File: src/rtl/cache_port_arbiter_if.sv
// Signal bundle between the two CPU-side requesters, the port arbiter and the cache controller.
interface cache_port_arbiter_if #(
    parameter int AW = 16,
    parameter int DW = 32
);
    logic [AW-1:0] m0_addr, m1_addr;
    logic [DW-1:0] m0_wdata, m1_wdata;
    logic [3:0]    m0_bval, m1_bval;
    logic          m0_rd, m0_wr, m1_rd, m1_wr;
    logic [DW-1:0] m0_rdata, m1_rdata;
    logic          m0_ack, m1_ack, m0_err, m1_err;
    logic [AW-1:0] c_addr;
    logic [DW-1:0] c_wdata;
    logic [3:0]    c_bval;
    logic          c_rd, c_wr;
    logic [DW-1:0] c_rdata;
    logic          c_ack;
    logic          busy, grant;

    // master is the arbiter's view; slave is the requesters plus cache controller
    modport master (
        input  m0_addr, m0_wdata, m0_bval, m0_rd, m0_wr,
        input  m1_addr, m1_wdata, m1_bval, m1_rd, m1_wr,
        output m0_rdata, m0_ack, m0_err, m1_rdata, m1_ack, m1_err,
        output c_addr, c_wdata, c_bval, c_rd, c_wr,
        input  c_rdata, c_ack,
        output busy, grant
    );
    modport slave (
        output m0_addr, m0_wdata, m0_bval, m0_rd, m0_wr,
        output m1_addr, m1_wdata, m1_bval, m1_rd, m1_wr,
        input  m0_rdata, m0_ack, m0_err, m1_rdata, m1_ack, m1_err,
        input  c_addr, c_wdata, c_bval, c_rd, c_wr,
        output c_rdata, c_ack,
        input  busy, grant
    );
endinterface

File: src/rtl/cache_port_arbiter.sv
// Round-robin arbiter sharing one cache request port between two requesters,
// with a one-cycle command strobe, ack/data return and a no-ack watchdog.
module cache_port_arbiter #(
    parameter int AW      = 16,
    parameter int DW      = 32,
    parameter int TIMEOUT = 64
) (
    input logic                  sys_clk,
    input logic                  sys_rst_n,
    cache_port_arbiter_if.master bus
);
    localparam int WDW = (TIMEOUT > 0) ? $clog2(TIMEOUT + 1) : 1;

    typedef enum logic [1:0] {IDLE, ISSUE, WAIT, RESP} state_t;
    state_t state, state_nxt;

    logic [1:0][AW-1:0] m_addr;
    logic [1:0][DW-1:0] m_wdata;
    logic [1:0][3:0]    m_bval;
    logic [1:0]         m_wr, m_req;

    logic           gnt, last_grant, op_wr, pick, timeout_hit, err_q;
    logic [AW-1:0]  addr_q;
    logic [DW-1:0]  wdata_q, rdata_q;
    logic [3:0]     bval_q;
    logic [WDW-1:0] wdog;

    assign m_addr  = {bus.m1_addr, bus.m0_addr};
    assign m_wdata = {bus.m1_wdata, bus.m0_wdata};
    assign m_bval  = {bus.m1_bval, bus.m0_bval};
    assign m_wr    = {bus.m1_wr, bus.m0_wr};
    assign m_req   = {bus.m1_rd | bus.m1_wr, bus.m0_rd | bus.m0_wr};

    // On contention the requester not served last wins
    assign pick        = (m_req == 2'b11) ? ~last_grant : m_req[1];
    assign timeout_hit = (TIMEOUT != 0) && (wdog == WDW'(TIMEOUT - 1));

    always_ff @(posedge sys_clk or negedge sys_rst_n) begin
        if (!sys_rst_n) state <= IDLE;
        else            state <= state_nxt;
    end

    always_comb begin
        state_nxt = state;
        unique case (state)
            IDLE:    if (|m_req) state_nxt = ISSUE;
            ISSUE:   state_nxt = bus.c_ack ? RESP : WAIT;
            WAIT:    if (bus.c_ack || timeout_hit) state_nxt = RESP;
            RESP:    state_nxt = IDLE;
            default: state_nxt = IDLE;
        endcase
    end

    always_ff @(posedge sys_clk or negedge sys_rst_n) begin
        if (!sys_rst_n) begin
            gnt        <= 1'b0;
            last_grant <= 1'b1;
            op_wr      <= 1'b0;
            addr_q     <= '0;
            wdata_q    <= '0;
            bval_q     <= '0;
            rdata_q    <= '0;
            err_q      <= 1'b0;
            wdog       <= '0;
        end else begin
            unique case (state)
                IDLE: if (|m_req) begin
                    gnt     <= pick;
                    op_wr   <= m_wr[pick];
                    addr_q  <= m_addr[pick];
                    wdata_q <= m_wdata[pick];
                    bval_q  <= m_bval[pick];
                end
                ISSUE: begin
                    wdog <= '0;
                    if (bus.c_ack) begin
                        rdata_q <= bus.c_rdata;
                        err_q   <= 1'b0;
                    end
                end
                WAIT: begin
                    if (bus.c_ack) begin
                        rdata_q <= bus.c_rdata;
                        err_q   <= 1'b0;
                    end else if (timeout_hit) begin
                        rdata_q <= '0;
                        err_q   <= 1'b1;
                    end else if (wdog != '1) begin
                        wdog <= wdog + 1'b1;
                    end
                end
                RESP:    last_grant <= gnt;
                default: ;
            endcase
        end
    end

    // Response fields are gated so the idle requester always sees zeros
    always_comb begin
        bus.c_rd     = (state == ISSUE) && !op_wr;
        bus.c_wr     = (state == ISSUE) && op_wr;
        bus.busy     = (state != IDLE);
        bus.m0_ack   = (state == RESP) && !gnt;
        bus.m1_ack   = (state == RESP) && gnt;
        bus.m0_rdata = bus.m0_ack ? rdata_q : '0;
        bus.m1_rdata = bus.m1_ack ? rdata_q : '0;
        bus.m0_err   = bus.m0_ack && err_q;
        bus.m1_err   = bus.m1_ack && err_q;
    end

    assign bus.c_addr  = addr_q;
    assign bus.c_wdata = wdata_q;
    assign bus.c_bval  = bval_q;
    assign bus.grant   = gnt;
endmodule
File: src/flat_wrapper.sv
// flat-port wrapper written by rule: the top's interface ports become plain ports
module cache_port_arbiter_flat 
#(
    parameter int AW      = 16,
    parameter int DW      = 32,
    parameter int TIMEOUT = 64
)
  (sys_clk, sys_rst_n, bus_m0_addr, bus_m0_wdata, bus_m0_bval, bus_m0_rd, bus_m0_wr, bus_m1_addr, bus_m1_wdata, bus_m1_bval, bus_m1_rd, bus_m1_wr, bus_m0_rdata, bus_m0_ack, bus_m0_err, bus_m1_rdata, bus_m1_ack, bus_m1_err, bus_c_addr, bus_c_wdata, bus_c_bval, bus_c_rd, bus_c_wr, bus_c_rdata, bus_c_ack, bus_busy, bus_grant);
  cache_port_arbiter_if #(.AW(AW), .DW(DW)) bus_i ();
  input logic sys_clk;
  input logic sys_rst_n;
  input wire logic [$bits(bus_i.m0_addr)-1:0] bus_m0_addr;
  input wire logic [$bits(bus_i.m0_wdata)-1:0] bus_m0_wdata;
  input wire logic [$bits(bus_i.m0_bval)-1:0] bus_m0_bval;
  input wire logic [$bits(bus_i.m0_rd)-1:0] bus_m0_rd;
  input wire logic [$bits(bus_i.m0_wr)-1:0] bus_m0_wr;
  input wire logic [$bits(bus_i.m1_addr)-1:0] bus_m1_addr;
  input wire logic [$bits(bus_i.m1_wdata)-1:0] bus_m1_wdata;
  input wire logic [$bits(bus_i.m1_bval)-1:0] bus_m1_bval;
  input wire logic [$bits(bus_i.m1_rd)-1:0] bus_m1_rd;
  input wire logic [$bits(bus_i.m1_wr)-1:0] bus_m1_wr;
  output wire logic [$bits(bus_i.m0_rdata)-1:0] bus_m0_rdata;
  output wire logic [$bits(bus_i.m0_ack)-1:0] bus_m0_ack;
  output wire logic [$bits(bus_i.m0_err)-1:0] bus_m0_err;
  output wire logic [$bits(bus_i.m1_rdata)-1:0] bus_m1_rdata;
  output wire logic [$bits(bus_i.m1_ack)-1:0] bus_m1_ack;
  output wire logic [$bits(bus_i.m1_err)-1:0] bus_m1_err;
  output wire logic [$bits(bus_i.c_addr)-1:0] bus_c_addr;
  output wire logic [$bits(bus_i.c_wdata)-1:0] bus_c_wdata;
  output wire logic [$bits(bus_i.c_bval)-1:0] bus_c_bval;
  output wire logic [$bits(bus_i.c_rd)-1:0] bus_c_rd;
  output wire logic [$bits(bus_i.c_wr)-1:0] bus_c_wr;
  input wire logic [$bits(bus_i.c_rdata)-1:0] bus_c_rdata;
  input wire logic [$bits(bus_i.c_ack)-1:0] bus_c_ack;
  output wire logic [$bits(bus_i.busy)-1:0] bus_busy;
  output wire logic [$bits(bus_i.grant)-1:0] bus_grant;
  assign bus_i.m0_addr = bus_m0_addr;
  assign bus_i.m0_wdata = bus_m0_wdata;
  assign bus_i.m0_bval = bus_m0_bval;
  assign bus_i.m0_rd = bus_m0_rd;
  assign bus_i.m0_wr = bus_m0_wr;
  assign bus_i.m1_addr = bus_m1_addr;
  assign bus_i.m1_wdata = bus_m1_wdata;
  assign bus_i.m1_bval = bus_m1_bval;
  assign bus_i.m1_rd = bus_m1_rd;
  assign bus_i.m1_wr = bus_m1_wr;
  assign bus_m0_rdata = bus_i.m0_rdata;
  assign bus_m0_ack = bus_i.m0_ack;
  assign bus_m0_err = bus_i.m0_err;
  assign bus_m1_rdata = bus_i.m1_rdata;
  assign bus_m1_ack = bus_i.m1_ack;
  assign bus_m1_err = bus_i.m1_err;
  assign bus_c_addr = bus_i.c_addr;
  assign bus_c_wdata = bus_i.c_wdata;
  assign bus_c_bval = bus_i.c_bval;
  assign bus_c_rd = bus_i.c_rd;
  assign bus_c_wr = bus_i.c_wr;
  assign bus_i.c_rdata = bus_c_rdata;
  assign bus_i.c_ack = bus_c_ack;
  assign bus_busy = bus_i.busy;
  assign bus_grant = bus_i.grant;
  cache_port_arbiter #(.AW(AW), .DW(DW), .TIMEOUT(TIMEOUT)) u_core (.sys_clk(sys_clk), .sys_rst_n(sys_rst_n), .bus(bus_i));
endmodule
File: config.mk
export PLATFORM = sky130hd
export DESIGN_NAME = cache_port_arbiter_flat
export DESIGN_NICKNAME = d
export VERILOG_FILES = /design/src/rtl/cache_port_arbiter_if.sv /design/src/rtl/cache_port_arbiter.sv /design/src/flat_wrapper.sv
export SDC_FILE = /design/constraint.sdc
export NUM_CORES = 1
export LEC_CHECK = 0
export BUFFER_PORTS_ARGS = -buffer_cell sky130_fd_sc_hd__buf_2
export CAP_MARGIN = 20
export CORE_MARGIN = 4
export CORE_UTILIZATION = 40
export DETAILED_ROUTE_END_ITERATION = 16
export PLACE_DENSITY = 0.74
export SLEW_MARGIN = 20
export SYNTH_ARGS = -nofsm -noshare
export SYNTH_HDL_FRONTEND = slang
export SYNTH_SLANG_ARGS = --single-unit
File: constraint.sdc
create_clock -name sys_clk -period 1.7 [get_ports sys_clk]
set_input_delay 0.17 -clock sys_clk [delete_from_list [all_inputs] [get_ports sys_clk]]
set_output_delay 0.17 -clock sys_clk [all_outputs]
set_load 0.02 [all_outputs]
# After elaboration in Yosys (flattened, before gate mapping)
# Index checks and enable logic that the tools add are counted.
# Widths: inputs -> output; s select.
[word_totals]
ff_bits = 97
word_cells = 72
inputBits = 143
out_inout_bits = 124
[op_classes]
n_reduce_logical = 17
muxes = 27
addsub = 1
n_bitwise = 3
magnitude_cmp = 1
n_eq_ne = 13
[op_table]
columns = ["operator", "count"]
rows = [
  ["$mux 32", 7],
  ["$pmux 32 s2", 1],
  ["$mux 16", 2],
  ["$mux 7", 3],
  ["$pmux 7 s2", 1],
  ["$mux 4", 2],
  ["$pmux 2 s4", 1],
  ["$add 7x1->7 const B", 1],
  ["$eq 7x6->1 const B", 1],
  ["$mux 1", 7],
  ["$ne 7x7->1 const B", 1],
  ["$eq 2x2->1 const B", 3],
  ["$logic_and 1x1->1", 6],
  ["$ne 2x1->1 const B", 3],
  ["$ne 2x2->1 const B", 3],
  ["$mux 2", 2],
  ["$reduce_and 2->1", 2],
  ["$reduce_and 4->1", 1],
  ["$reduce_bool 2->1", 2],
  ["$ne 3x2->1 const B", 1],
  ["$reduce_and 3->1", 1],
  ["$eq 2x1->1 const B", 1],
  ["$logic_not 1->1", 2],
  ["$logic_not 2->1", 1],
  ["other kinds (6)", 7],
]

# Logic depth before layout (Yosys ltp)
# Gate-level depths: netlist of the first run.
[depth]
ltp_word = 5
mapped_depth = 8
mapped_depth_nobuf = 5

# Worst setup path before layout of the first run
# Ideal clock, no wire load.
[synth_timing]
kind = "register -> register"
from = "register u_core.state[0]"
to = "register u_core.rdata_q[8]"
path_stages_with_launch = 9
path_buffers = 3
arrival_time_ns = 1.647
t_required_ns = 1.564
setup_slack_ns = -0.083
setup_time_ns = 0.136
period_less_slack_ns = 1.783
path_cell_list = "dfrtp_1 > inv_1 > ha_1 > clkbuf_1 > or2_2 > clkbuf_1 > clkbuf_1 > a31oi_1 > o21ai_1"
[synth_via]
elab_chain_cells = 3
word_cells_on_any_way = 7
cone_classes = "eq/ne (4); mux (1); reduce/logical (2)"
[synth_rtl]
columns = ["element", "line", "text"]
rows = [
  ["start, declared", "cache_port_arbiter.sv:15", "state_t state, state_nxt;"],
  ["start signal, assigned", "cache_port_arbiter.sv:40", "else state <= state_nxt;"],
  ["$eq 2x2->1 or $eq 2x1->1 (tied branches)", "cache_port_arbiter.sv:66", "unique case (state)"],
  ["$ne 3x2->1 (no line), or another cell as far along", "--", ""],
  ["$reduce_and 3->1 (no line)", "--", ""],
  ["end signal, assigned", "cache_port_arbiter.sv:77", "rdata_q <= bus.c_rdata;"],
  ["end signal, assigned", "cache_port_arbiter.sv:83", "rdata_q <= bus.c_rdata;"],
  ["end, declared", "cache_port_arbiter.sv:24", "logic [DW-1:0] wdata_q, rdata_q;"],
]
# Several ways; a longest one is shown, not always the timed one.
# A chain may end at the register's enable or synchronous reset.

# Worst setup path after layout of the first run
[layout_timing]
from = "register u_core.state[0]"
to = "output port bus_m0_rdata[17]"
[layout_via]
elab_chain_cells = 3
[layout_rtl]
columns = ["element", "line", "text"]
rows = [
  ["$eq 2x2->1", "cache_port_arbiter.sv:103", "bus.m0_ack = (state == RESP) && !gnt;"],
  ["$logic_and 1x1->1", "cache_port_arbiter.sv:103", ""],
  ["$mux 32", "cache_port_arbiter.sv:105", "bus.m0_rdata = bus.m0_ack ? rdata_q : '0;"],
  ["end, declared", "flat_wrapper.sv:22", "output wire logic [$bits(bus_i.m0_rdata)-1:0] bus_m0_rdata;"],
]
# Every way passes these cells.

==> results.rst, run 1 <==
.. list-table::
   :header-rows: 1

   * - Metric
     - Value
   * - Run status
     - complete, but fails checks
   * - Failing checks
     - setup timing
   * - Net count of the finished layout
     - 1031
   * - Proportion of register bits with asynchronous set or reset after synthesis
     - 100%
   * - Ratio of cells with drive above 1 in the final layout
     - 38.3%
   * - Crit path DAT
     - 1.61 ns
   * - Global placer's final weighted congestion
     - 0.790
   * - Number of global-route vias before repair
     - 5616
   * - Count of placed standard cells including taps
     - 1038
   * - Number of cells in the finished layout apart from fillers
     - 1064
   * - Setup clock skew after layout
     - 0.00709 ns
   * - Synthesized Nets
     - 784
   * - Fmax achieved
     - 0.562 GHz
   * - Final routed DRC violation total
     - 0
   * - Routed wirelength normalized by instance count
     - 17.3 um
   * - Synth warnings
     - 0
   * - Root buffer cell
     - sky130_fd_sc_hd__clkbuf_16
   * - Cell internal power dissipation
     - 8.51 mW
   * - Delay contributed by the slowest stage of the critical path
     - 0.45 ns
   * - First-pass detailed-route iteration total
     - 7
   * - Synthesized-area fraction occupied by xor and xnor cells
     - 0%
   * - Most used flip-flop cell after synthesis
     - sky130_fd_sc_hd__dfrtp_1
   * - Net Sw Frac
     - 44.6%
   * - Clock Tree Buf Depth
     - 2
   * - Critical path launch point type
     - flip-flop
   * - Starting DRT DRC Count
     - 546
   * - Cells along the critical path
     - ha_4, nor2b_4, buf_12, and2_1, buf_4
   * - Static power due to leakage
     - 3.72 nW
   * - Portion of synthesized cell area occupied by the leading cell type
     - 44.3%
   * - Detail-routed via count per cell
     - 5.63
   * - Number of synthesized register bits
     - 97
   * - Clock tree from TritonCTS
     - yes
   * - Most area-consuming cells after synthesis
     - sky130_fd_sc_hd__dfrtp_1 (44%), sky130_fd_sc_hd__a31oi_1 (9.8%), sky130_fd_sc_hd__a21oi_1 (5.2%)
   * - Critical path class
     - flip-flop to output port
   * - Routed via count
     - 5990
   * - Logic pwr share
     - 57.0%
   * - Pin count of the biggest net entering global routing
     - 54
   * - Number of antenna violations at the first check in global routing
     - 0
   * - Post-synthesis instance area
     - 0.00543 mm2
   * - Minimum period implied by the final worst setup slack
     - 1.78 ns
   * - Endpoint type of the worst setup path
     - output port
   * - Number of input and output port buffers inserted
     - 266
   * - Transition time of the tightest slew-check pin
     - 0.476 ns
   * - Final standard cell area without fillers
     - 0.00780 mm2
   * - Remaining global-route overflow
     - 0
   * - Sinks on the clock net
     - 97
   * - Share of the cycle needed by the critical path after routing
     - 105%
   * - All-Layer GR Usage
     - 21.9%
   * - Pins over their slew limit
     - 0
   * - Combinational family with the most area after synthesis
     - compound AO/OA/AOI/OAI gates
   * - Cell count after synthesis
     - 636
   * - Simple-Gate Fraction of Synth Area
     - 21.6%
   * - Post-synthesis share of cell area spent on full adders, half adders and majority gates
     - 1.15%
   * - Most frequent cell after synthesis
     - sky130_fd_sc_hd__dfrtp_1
   * - Total half-perimeter wirelength after legalization and detailed placement
     - 12500 um
   * - Highest-delay cell along the critical path
     - sky130_fd_sc_hd__dfrtp_2
   * - P per Cell Area
     - 1970 mW/mm2
   * - Number of antenna diodes
     - 0
   * - Path class of the lowest-slack min-delay path
     - primary input to flip-flop
   * - List of most frequent post-synthesis cells
     - sky130_fd_sc_hd__dfrtp_1 (96), sky130_fd_sc_hd__a31oi_1 (85), sky130_fd_sc_hd__a21oi_1 (56), sky130_fd_sc_hd__o21ai_0 (56), sky130_fd_sc_hd__nor2_1 (53)
   * - Seq pwr share
     - 28.2%
   * - Critical path peak fanout
     - 34
   * - Initial standard-cell utilization of the core
     - 41.0%
   * - Total negative slack for setup checks
     - -2.49 ns
   * - Power consumption
     - 15.4 mW
   * - Slack of the critical path
     - -0.0798 ns
   * - Count of boundary I/O pins
     - 267
   * - Mux contribution to synthesized area
     - 0.576%
   * - Vertical die dimension
     - 124 um
   * - Final hold viol count
     - 0
   * - Clk Latency, worst-skew pair
     - 0.35 ns
   * - Number of H-tree levels
     - 3
   * - CP Data Required Time
     - 1.53 ns
   * - Area leader, netlist
     - sky130_fd_sc_hd__dfrtp_1
   * - Number of buffers inserted during clock tree synthesis
     - 9
   * - CORE AREA
     - 0.0132 mm2
   * - Max cap viols
     - 0
   * - Clock transition at path regs
     - 0.07 ns
   * - Post-Synthesis Mean Instance Area
     - 8.53 um2
   * - Post-synth EDFFs
     - 0
   * - Switching power summed over all nets
     - 6.86 mW
   * - Unrepaired setup endpoints after global routing
     - yes
   * - Endpoints failing setup
     - 52
   * - Area delta synth->final
     - 43.7%
   * - Complex-gate fraction of the synthesized area
     - 26.1%
   * - Post-detailed-route count of antenna-violating nets
     - 0
   * - Die width
     - 124 um
   * - Cell area after placement
     - 0.00705 mm2
   * - Total die area
     - 0.0155 mm2
   * - First-pass GRT wire length
     - 28500 um
   * - Std-Cell Rows
     - 42
   * - Post-synth cell types
     - 44
   * - Aggregate routed wire length
     - 18400 um
   * - Sequential cell area fraction in the yosys report
     - 44.8%
   * - Worst VDD drop
     - 882 uV
   * - Clock network fraction of total power
     - 14.7%
   * - Max-Slew Margin vs Limit
     - 68.3%
==> cell families (layout without fill, tap and decap cells) <==
kind of cell,count (synthesis),count (layout)
AOI/OAI and AO/OA,246,246
adders and majority gates,5,5
buffers and inverters,70,322
DFF,97,97
muxes,3,3
and+or+nand+nor,215,215
==> through the flow <==
step	utilization, %	worst slack [ns]	hold WS [ns]
floorplan	-	-0.0292	-0.126
global placement	53.2	0.0894	0.151
detailed placement	53.2	0.0148	0.153
CTS	57.4	-0.0987	0.0513
global route	58.9	-0.125	0.0610
finish	58.9	-0.0798	0.0626
==> worst paths after layout <==
path	startpoint	end	slack, ns	cells after the start
min in group asynchronous	sys_rst_n	u_core.rdata_q[27]	0.32	2
worst min-delay path	bus_m0_wdata[31]	u_core.bus.c_wdata[31]	0.06	3
worst min register to register	u_core.wdog[0]	u_core.wdog[0]	0.50	1
worst max-delay path	u_core.state[0]	bus_m0_rdata[17]	-0.08	5
max in group asynchronous	sys_rst_n	u_core.bus.c_addr[13]	0.79	3
worst max register to register	u_core.state[0]	u_core.rdata_q[19]	-0.01	6
==> metal layers <==
layer | routed length, um | track usage, % | up-vias
met1 | 7690 | 28.7 | 2849
met5 | 0 | 0 | -
li1 | - | - | 2794
met2 | 8700 | 35.5 | 317
met4 | 399 | 7.41 | 0
met3 | 1610 | 5.36 | 30
==> power groups by stage <==
stage	clock network, mW	registers (mW)	logic [mW]
final	2.26	4.34	8.76
after global routing	2.40	4.49	9.49
after CTS	2.30	4.28	8.33
after detailed placement	0	4.29	7.94
after global placement	0	4.25	7.80
after floorplan	0	4.90	4.67
==> flip-flops by register name (all words and copies together), names as in the netlist <==
name	flops
u_core.last_grant	1
u_core.bus.c_bval	4
u_core.wdog	7
u_core.op_wr	1
u_core.err_q	1
u_core.state	2
u_core.bus.c_addr	16
u_core.rdata_q	32
u_core.bus.c_wdata	32
u_core.bus.grant	1
==> cells in the final DEF (no fill, tap or decap), types with 2 or more instances in the layout <==
cell | netlist | final
sky130_fd_sc_hd__a211oi_1 | 5 | 5
sky130_fd_sc_hd__a21o_1 | 2 | 2
sky130_fd_sc_hd__a21oi_1 | 56 | 56
sky130_fd_sc_hd__a31oi_1 | 85 | 83
sky130_fd_sc_hd__a31oi_2 | 0 | 2
sky130_fd_sc_hd__and2_1 | 36 | 34
sky130_fd_sc_hd__and2_4 | 0 | 2
sky130_fd_sc_hd__and3_1 | 35 | 34
sky130_fd_sc_hd__and3b_1 | 2 | 2
sky130_fd_sc_hd__buf_12 | 0 | 13
sky130_fd_sc_hd__buf_2 | 12 | 225
sky130_fd_sc_hd__buf_4 | 0 | 26
sky130_fd_sc_hd__buf_6 | 5 | 35
sky130_fd_sc_hd__bufinv_16 | 0 | 2
sky130_fd_sc_hd__clkbuf_16 | 0 | 10
sky130_fd_sc_hd__dfrtp_1 | 96 | 94
sky130_fd_sc_hd__dfrtp_2 | 0 | 2
sky130_fd_sc_hd__ha_4 | 0 | 3
sky130_fd_sc_hd__inv_1 | 4 | 3
sky130_fd_sc_hd__mux2i_1 | 2 | 2
sky130_fd_sc_hd__nand2_1 | 38 | 38
sky130_fd_sc_hd__nand2b_1 | 3 | 3
sky130_fd_sc_hd__nand3_1 | 2 | 2
sky130_fd_sc_hd__nor2_1 | 53 | 52
sky130_fd_sc_hd__nor2b_1 | 4 | 2
sky130_fd_sc_hd__nor2b_4 | 0 | 2
sky130_fd_sc_hd__nor3_1 | 2 | 2
sky130_fd_sc_hd__nor3b_1 | 32 | 32
sky130_fd_sc_hd__o21ai_0 | 56 | 55
sky130_fd_sc_hd__o21ai_1 | 31 | 31
sky130_fd_sc_hd__o31ai_1 | 2 | 2
sky130_fd_sc_hd__or2_2 | 2 | 2
==> worst max-delay path: cells and delay by family, from the launching register on <==
kind                     cells  cell delay, ns
adder cells (fa/ha/maj)      1            0.19
buffers and inverters        2            0.30
AND/OR/NAND/NOR              2            0.30
flip-flops                   1            0.45
==> repair_timing <==
item                                    4_1_cts  5_1_grt
pin swaps                                     0        0
cloned                                        0        2
setup buffers                                 2        5
endpoints found under the hold margin        29        0
resized for setup                            63       35
endpoints found under the setup margin       74       84
hold buffers                                  1        0
==> final cells by class <==
| class | count | area [um2] |
|---|---|---|
| clock buffer | 10 | 239 |
| clock inverter | 6 | 90.1 |
| fill | 1162 | 5440 |
| inverter | 5 | 18.8 |
| multi-input combinational | 469 | 2790 |
| sequential | 97 | 2430 |
| tap | 176 | 220 |
| timing repair buffer | 301 | 2010 |
Note: power is estimated with default switching activity, not from simulation.
==> run 2: changes to the inputs <==
--- a/config.mk
+++ b/config.mk
@@ -7,10 +7,12 @@
 export LEC_CHECK = 0
 export BUFFER_PORTS_ARGS = -buffer_cell sky130_fd_sc_hd__buf_2
 export CAP_MARGIN = 20
+export CELL_PAD_IN_SITES_DETAIL_PLACEMENT = 1
+export CELL_PAD_IN_SITES_GLOBAL_PLACEMENT = 1
 export CORE_MARGIN = 4
-export CORE_UTILIZATION = 40
+export CORE_UTILIZATION = 30
 export DETAILED_ROUTE_END_ITERATION = 16
-export PLACE_DENSITY = 0.74
+export PLACE_DENSITY_LB_ADDON = 0.1
 export SLEW_MARGIN = 20
 export SYNTH_ARGS = -nofsm -noshare
 export SYNTH_HDL_FRONTEND = slang
==> results.rst, run 2 (same netlist as run 1, synthesis figures left out) <==
.. list-table::
   :header-rows: 1

   * - Metric
     - Value
   * - Run status
     - complete, but fails checks
   * - Failing checks
     - setup timing
   * - Std-Cell Rows
     - 48 (+14%)
   * - Post-route core utilization
     - 48.4% (-10 points)
   * - Total die area
     - 0.0203 mm2 (+31%)
   * - Routed wirelength normalized by instance count
     - 20.7 um (+20%)
   * - Unrepaired setup endpoints after global routing
     - yes
   * - CP Data Required Time
     - 1.93 ns (+0.40 ns)
   * - Slack of the critical path
     - -0.0976 ns (-0.0179 ns)
   * - Aggregate routed wire length
     - 23300 um (+26%)
   * - Number of cells in the finished layout apart from fillers
     - 1123 (+5.5%)
   * - Setup slack after placement
     - -0.347 ns (-0.361 ns)
   * - Number of H-tree levels
     - 3 (unchanged)
   * - Remaining global-route overflow
     - 0 (unchanged)
   * - Endpoint type of the worst setup path
     - flip-flop
   * - Cell area after placement
     - 0.00715 mm2 (+1.4%)
   * - Delay contributed by the slowest stage of the critical path
     - 0.43 ns (-0.02 ns)
   * - Critical path peak fanout
     - 16 (-53%)
   * - Sinks on the clock net
     - 97 (unchanged)
   * - Clock tree from TritonCTS
     - yes
   * - Initial standard-cell utilization of the core
     - 30.9% (-10 points)
   * - CORE AREA
     - 0.0175 mm2 (+32%)
   * - Count of boundary I/O pins
     - 267 (unchanged)
   * - R2r worst-path depth
     - 8 (+2)
   * - Vertical die dimension
     - 142 um (+14%)
   * - Worst flop-to-flop path endpoint
     - u_core.rdata_q[11]
   * - Number of antenna violations at the first check in global routing
     - 1 (+1)
   * - Ratio of cells with drive above 1 in the final layout
     - 44.9% (+6.6 points)
   * - Worst hold slack across all endpoints
     - 0.0654 ns (+0.00288 ns)
   * - Starting DRT DRC Count
     - 230 (-58%)
   * - Routed via count
     - 6114 (+2.1%)
   * - Max cap viols
     - 0 (unchanged)
   * - Hold path start
     - bus_m0_wdata[13]
   * - Number of buffers inserted during clock tree synthesis
     - 9 (unchanged)
   * - Crit path DAT
     - 2.03 ns (+0.42 ns)
   * - First-pass detailed-route iteration total
     - 4 (-3)
   * - Share of the cycle needed by the critical path after routing
     - 106% (+1.1 points)
   * - Clk Latency, worst-skew pair
     - 0.35 ns (about the same)
   * - Reg-to-Reg Start
     - u_core.state[1]
   * - First-pass GRT wire length
     - 34100 um (+20%)
   * - Path class of the lowest-slack min-delay path
     - primary input to flip-flop
   * - Highest-delay cell along the critical path
     - sky130_fd_sc_hd__dfrtp_1
   * - Net count of the finished layout
     - 1040 (+0.87%)
   * - Transition time of the tightest slew-check pin
     - 1.03 ns (+0.555 ns)
   * - Final routed DRC violation total
     - 0 (unchanged)
   * - Total half-perimeter wirelength after legalization and detailed placement
     - 15400 um (+23%)
   * - Pins over their slew limit
     - 0 (unchanged)
   * - Static power due to leakage
     - 3.87 nW (+4.1%)
   * - Pin count of the biggest net entering global routing
     - 54 (unchanged)
   * - Critical path launch point
     - u_core.state[1]
   * - Root buffer cell
     - sky130_fd_sc_hd__clkbuf_16
   * - Max-Slew Margin vs Limit
     - 31.0% (-37 points)
   * - Clock transition at path regs
     - 0.07 ns (about the same)
   * - P per Cell Area
     - 2010 mW/mm2 (+1.9%)
   * - Area delta synth->final
     - 56.6%
   * - Endpoints failing setup
     - 116 (+120%)
   * - Commonest cells after routing, fill and taps aside
     - sky130_fd_sc_hd__buf_2 (233), sky130_fd_sc_hd__dfrtp_1 (96), sky130_fd_sc_hd__a31oi_1 (57), sky130_fd_sc_hd__o21ai_0 (54), sky130_fd_sc_hd__nor2_1 (52)
   * - Detail-routed via count per cell
     - 5.44 (-3.3%)
   * - Post-detailed-route count of antenna-violating nets
     - 0 (unchanged)
   * - Fmax achieved
     - 0.556 GHz (-1.0%)
   * - Power consumption
     - 17.0 mW (+11%)
   * - Slack of the worst reg-to-reg path
     - -0.1 ns (-0.09 ns)
   * - Setup clock skew after layout
     - 0.00922 ns (+0.00213 ns)
   * - Final standard cell area without fillers
     - 0.00850 mm2 (+8.9%)
   * - Leading cell type in the layout, fill and taps excluded
     - sky130_fd_sc_hd__buf_2
   * - Number of global-route vias before repair
     - 6442 (+15%)
   * - Clock Tree Buf Depth
     - 2 (unchanged)
   * - Final hold viol count
     - 0 (unchanged)
   * - Count of placed standard cells including taps
     - 1091 (+5.1%)
   * - Critical path class
     - flip-flop to flip-flop
   * - Critical path launch point type
     - flip-flop
   * - Die width
     - 142 um (+14%)
   * - Setup crit end
     - u_core.rdata_q[11]
   * - Minimum period implied by the final worst setup slack
     - 1.80 ns (+0.0179 ns)
   * - Global placer's final weighted congestion
     - 0.807 (+2.2%)
   * - All-Layer GR Usage
     - 20.8% (-1.1 points)
   * - Number of input and output port buffers inserted
     - 266 (unchanged)
   * - Cells along the critical path
     - buf_6, inv_8, ha_4, buf_12, or2_4, clkbuf_16, a31oi_1, o21ai_1
   * - Total negative slack for setup checks
     - -4.61 ns (-2.12 ns)
   * - Worst VDD drop
     - 805 uV (-8.7%)
## run 2: changes by cell type in the layout (fill, tap and decap cells not counted), sizes merged, moves of 2 or more
cell | before | now
clkbuf | 11 | 20
buf | 299 | 302
inv | 5 | 3
bufinv | 2 | 0
## run 2: metal layers
layer	wire length, um	vias up	global-route usage [%]
met1	9500	3046	25.2
met5	13	-	0
met4	384	2	6.40
met3	1930	26	6.15
li1	-	2823	-
met2	11400	217	35.8
## run 2: area by class of cell
type | instances | area [um2]
inverters | 5 | 32.5
well taps | 225 | 282
clock buffers | 14 | 264
repair buffers | 309 | 2170
diodes | 1 | 2.50
flip-flops and latches | 97 | 2430
fillers | 2039 | 9040
clock inverters | 2 | 12.5
multi-input cells | 470 | 3300
## run 2: what timing repair did
action                                 CTS  global route
endpoints found under the hold margin   24             0
setup endpoints to repair              136           150
pin swaps                                6            25
gates cloned                             1             5
setup buffers                            3             6
hold buffers                             1             0
resized for setup                       18           151
## run 2: worst max-delay path: cells and delay by family (launching register included)
kind | cells | cell delay, ns
buf+inv | 4 | 0.51
flops | 1 | 0.43
simple gates | 1 | 0.28
compound gates | 2 | 0.27
fa+ha+maj | 1 | 0.17
## run 2: worst min-delay path by stage
stage	depth (start not counted)	slack, ns	to
6_report	3	0.07	u_core.bus.c_wdata[13]
5_1_grt	3	0.06	u_core.bus.c_wdata[4]
4_1_cts	3	0.06	u_core.bus.c_bval[1]
3_5_place_dp	1	0.13	u_core.rdata_q[17]
3_3_place_gp	1	0.12	u_core.rdata_q[17]
2_1_floorplan	0	-0.13	u_core.bus.c_addr[0]
## run 2: power breakdown
| group | internal [mW] | switching, mW |
|---|---|---|
| registers | 3.47 | 0.904 |
| logic | 4.60 | 6.10 |
| clock network | 1.07 | 0.899 |
| total | 9.14 | 7.91 |
==> run 3: changes to the inputs <==
--- a/config.mk
+++ b/config.mk
@@ -12,7 +12,7 @@
 export CORE_MARGIN = 4
 export CORE_UTILIZATION = 30
 export DETAILED_ROUTE_END_ITERATION = 16
-export PLACE_DENSITY_LB_ADDON = 0.1
+export PLACE_DENSITY = 0.87
 export SLEW_MARGIN = 20
 export SYNTH_ARGS = -nofsm -noshare
 export SYNTH_HDL_FRONTEND = slang
==> results.rst, run 3 (same netlist as run 1, synthesis figures left out) <==
.. list-table::
   :header-rows: 1

   * - Metric
     - Value
   * - Root buffer cell
     - sky130_fd_sc_hd__clkbuf_16
   * - Global placer's final weighted congestion
     - 0.829 (+2.8%)
   * - Crit path DAT
     - 2.08 ns (+0.05 ns)
   * - Starting DRT DRC Count
     - 346 (+50%)
   * - Final standard cell area without fillers
     - 0.00865 mm2 (+1.8%)
   * - CP Data Required Time
     - 1.92 ns (about the same)
   * - Worst flop-to-flop path endpoint
     - u_core.rdata_q[21]
   * - Count of boundary I/O pins
     - 267 (unchanged)
   * - R2r worst-path depth
     - 8 (unchanged)
   * - Number of antenna violations at the first check in global routing
     - 3 (+2)
   * - First-pass detailed-route iteration total
     - 4 (unchanged)
   * - Cell area after placement
     - 0.00712 mm2 (-0.42%)
   * - Number of input and output port buffers inserted
     - 266 (unchanged)
   * - Logic pwr share
     - 62.8% (about the same)
   * - Fmax achieved
     - 0.537 GHz (-3.5%)
   * - Power consumption
     - 17.7 mW (+3.7%)
   * - Endpoints failing setup
     - 99 (-15%)
   * - Minimum period implied by the final worst setup slack
     - 1.86 ns (+0.0654 ns)
   * - Unrepaired setup endpoints after global routing
     - yes
   * - Std-Cell Rows
     - 48 (unchanged)
   * - Aggregate routed wire length
     - 26500 um (+14%)
   * - Total half-perimeter wirelength after legalization and detailed placement
     - 15400 um (+0.18%)
   * - Routed via count
     - 6532 (+6.8%)
   * - Clock transition at path regs
     - 0.08 ns (about the same)
   * - Clock tree from TritonCTS
     - yes
   * - Clk Latency, worst-skew pair
     - 0.35 ns (about the same)
   * - Total negative slack for setup checks
     - -3.61 ns (+0.995 ns)
   * - All-Layer GR Usage
     - 21.4% (+0.61 points)
   * - Pins over their slew limit
     - 0 (unchanged)
   * - Critical path class
     - flip-flop to flip-flop
   * - Area delta synth->final
     - 59.4%
   * - Vertical die dimension
     - 142 um (unchanged)
   * - Commonest cells after routing, fill and taps aside
     - sky130_fd_sc_hd__buf_2 (214), sky130_fd_sc_hd__dfrtp_1 (95), sky130_fd_sc_hd__buf_6 (60), sky130_fd_sc_hd__a31oi_1 (57), sky130_fd_sc_hd__a21oi_1 (56)
   * - Destination of the worst hold path
     - u_core.bus.c_wdata[0]
   * - Clock network fraction of total power
     - 12.0% (+0.4 points)
   * - Final hold viol count
     - 0 (unchanged)
   * - First-pass GRT wire length
     - 34800 um (+2.1%)
   * - Cells along the critical path
     - buf_6, inv_8, ha_4, buf_4, or2_4, buf_12, a31oi_1, o21ai_1
   * - P per Cell Area
     - 2040 mW/mm2 (+1.9%)
   * - Count of placed standard cells including taps
     - 1092 (+0.092%)
   * - Critical path launch point type
     - flip-flop
   * - Switching power summed over all nets
     - 8.26 mW (+4.5%)
   * - Endpoint type of the worst setup path
     - flip-flop
   * - Highest-delay cell along the critical path
     - sky130_fd_sc_hd__dfrtp_1
   * - Initial standard-cell utilization of the core
     - 30.9% (unchanged)
   * - Max-Slew Margin vs Limit
     - 61.5% (+31 points)
   * - CORE AREA
     - 0.0175 mm2 (unchanged)
   * - Setup slack after placement
     - -0.261 ns (+0.0854 ns)
   * - Detail-routed via count per cell
     - 5.74 (+5.5%)
   * - Slack of the worst reg-to-reg path
     - -0.16 ns (-0.07 ns)
   * - Failing checks
     - setup timing
   * - Pin count of the biggest net entering global routing
     - 56 (+3.7%)
   * - Net Sw Frac
     - 46.7% (+0.34 points)
   * - Post-detailed-route count of antenna-violating nets
     - 0 (unchanged)
   * - Worst hold path cell count
     - 3 (unchanged)
   * - Number of cells in the finished layout apart from fillers
     - 1137 (+1.2%)
   * - Static power due to leakage
     - 3.93 nW (+1.6%)
   * - Remaining global-route overflow
     - 0 (unchanged)
   * - Worst hold slack across all endpoints
     - 0.0762 ns (+0.0108 ns)
   * - Slack of the critical path
     - -0.163 ns (-0.0654 ns)
   * - Final routed DRC violation total
     - 0 (unchanged)
   * - Die width
     - 142 um (unchanged)
   * - Hold path start
     - bus_m0_wdata[0]
   * - Cell internal power dissipation
     - 9.42 mW (+3.1%)
   * - Routed wirelength normalized by instance count
     - 23.3 um (+12%)
   * - Worst VDD drop
     - 927 uV (+15%)
   * - Net count of the finished layout
     - 1054 (+1.3%)
   * - Max cap viols
     - 0 (unchanged)
   * - Delay contributed by the slowest stage of the critical path
     - 0.42 ns (about the same)
   * - Reg-to-Reg Start
     - u_core.state[1]
   * - Clock Tree Buf Depth
     - 2 (unchanged)
   * - Sinks on the clock net
     - 97 (unchanged)
   * - Leading cell type in the layout, fill and taps excluded
     - sky130_fd_sc_hd__buf_2
   * - Seq pwr share
     - 25.2% (-0.4 points)
   * - Critical path peak fanout
     - 15 (-1)
   * - Path class of the lowest-slack min-delay path
     - primary input to flip-flop
   * - Number of H-tree levels
     - 3 (unchanged)
   * - Transition time of the tightest slew-check pin
     - 0.575 ns (-0.456 ns)
   * - Ratio of cells with drive above 1 in the final layout
     - 48.5% (+3.5 points)
   * - Run status
     - complete, but fails checks
   * - Number of buffers inserted during clock tree synthesis
     - 9 (unchanged)
   * - Post-route core utilization
     - 49.3% (+0.88 points)
   * - Share of the cycle needed by the critical path after routing
     - 110% (+3.8 points)
   * - Setup clock skew after layout
     - 0.0124 ns (+0.00322 ns)
   * - Number of global-route vias before repair
     - 6482 (+0.62%)
   * - Total die area
     - 0.0203 mm2 (unchanged)
[run 3: cell count changes in the layout (fill, tap and decap cells not counted), moves of 17 or more]
cell,previous run,this run
sky130_fd_sc_hd__a31oi_2,5,22
sky130_fd_sc_hd__buf_6,39,60
sky130_fd_sc_hd__buf_2,233,214
sky130_fd_sc_hd__a31oi_4,23,6
[run 3: area by class of cell]
type / instances / area, um2
clock buffer: 10 / 239
inverter: 5 / 32.5
antenna: 2 / 5.00
sequential: 97 / 2430
fill: 2035 / 8890
multi-input combinational: 470 / 3230
clock inverter: 5 / 56.3
tap: 225 / 282
timing repair buffer: 323 / 2370
[run 3: what timing repair did]
item | in CTS | in global routing
setup endpoints to repair | 131 | 124
resized for setup | 90 | 139
cloned | 2 | 9
pin swaps | 5 | 11
hold buffers | 1 | 0
setup buffers | 7 | 9
hold endpoints to repair | 28 | 0
[run 3: routing by layer]
| layer | wire length [um] | up-vias | global-route usage, % |
|---|---|---|---|
| li1 | - | 2852 | - |
| met1 | 9930 | 3273 | 25.4 |
| met2 | 13500 | 326 | 37.3 |
| met3 | 2000 | 79 | 5.91 |
| met4 | 1010 | 2 | 7.50 |
| met5 | 8 | - | 0 |
[run 3: how the worst max path moves through the flow]
| stage | start | slack [ns] | cells after the start | end |
|---|---|---|---|---|
| floorplan | u_core.state[0] | -0.03 | 8 | u_core.rdata_q[18] |
| global route | u_core.state[0] | -0.20 | 7 | u_core.rdata_q[21] |
| finish | u_core.state[1] | -0.16 | 8 | u_core.rdata_q[21] |
| global placement | u_core.state[0] | -0.08 | 4 | bus_m0_rdata[4] |
| detailed placement | u_core.state[0] | -0.26 | 4 | bus_m0_rdata[12] |
| CTS | u_core.state[1] | -0.06 | 6 | bus_c_wr |
[run 3: critical path: cells and delay by family (launching register included)]
family / cells / cell delay, ns
buf+inv: 4 / 0.49
flops: 1 / 0.42
compound gates: 2 / 0.37
simple gates: 1 / 0.28
fa+ha+maj: 1 / 0.16
[run 3: power by group through the flow]
stage               sequential [mW]  combinational, mW  clock (mW)
global placement               4.24               7.92           0
global route                   4.58               11.8        2.25
finish                         4.45               11.1        2.12
floorplan                      4.90               4.67           0
detailed placement             4.30               8.20           0
CTS                            4.33               9.10        2.15
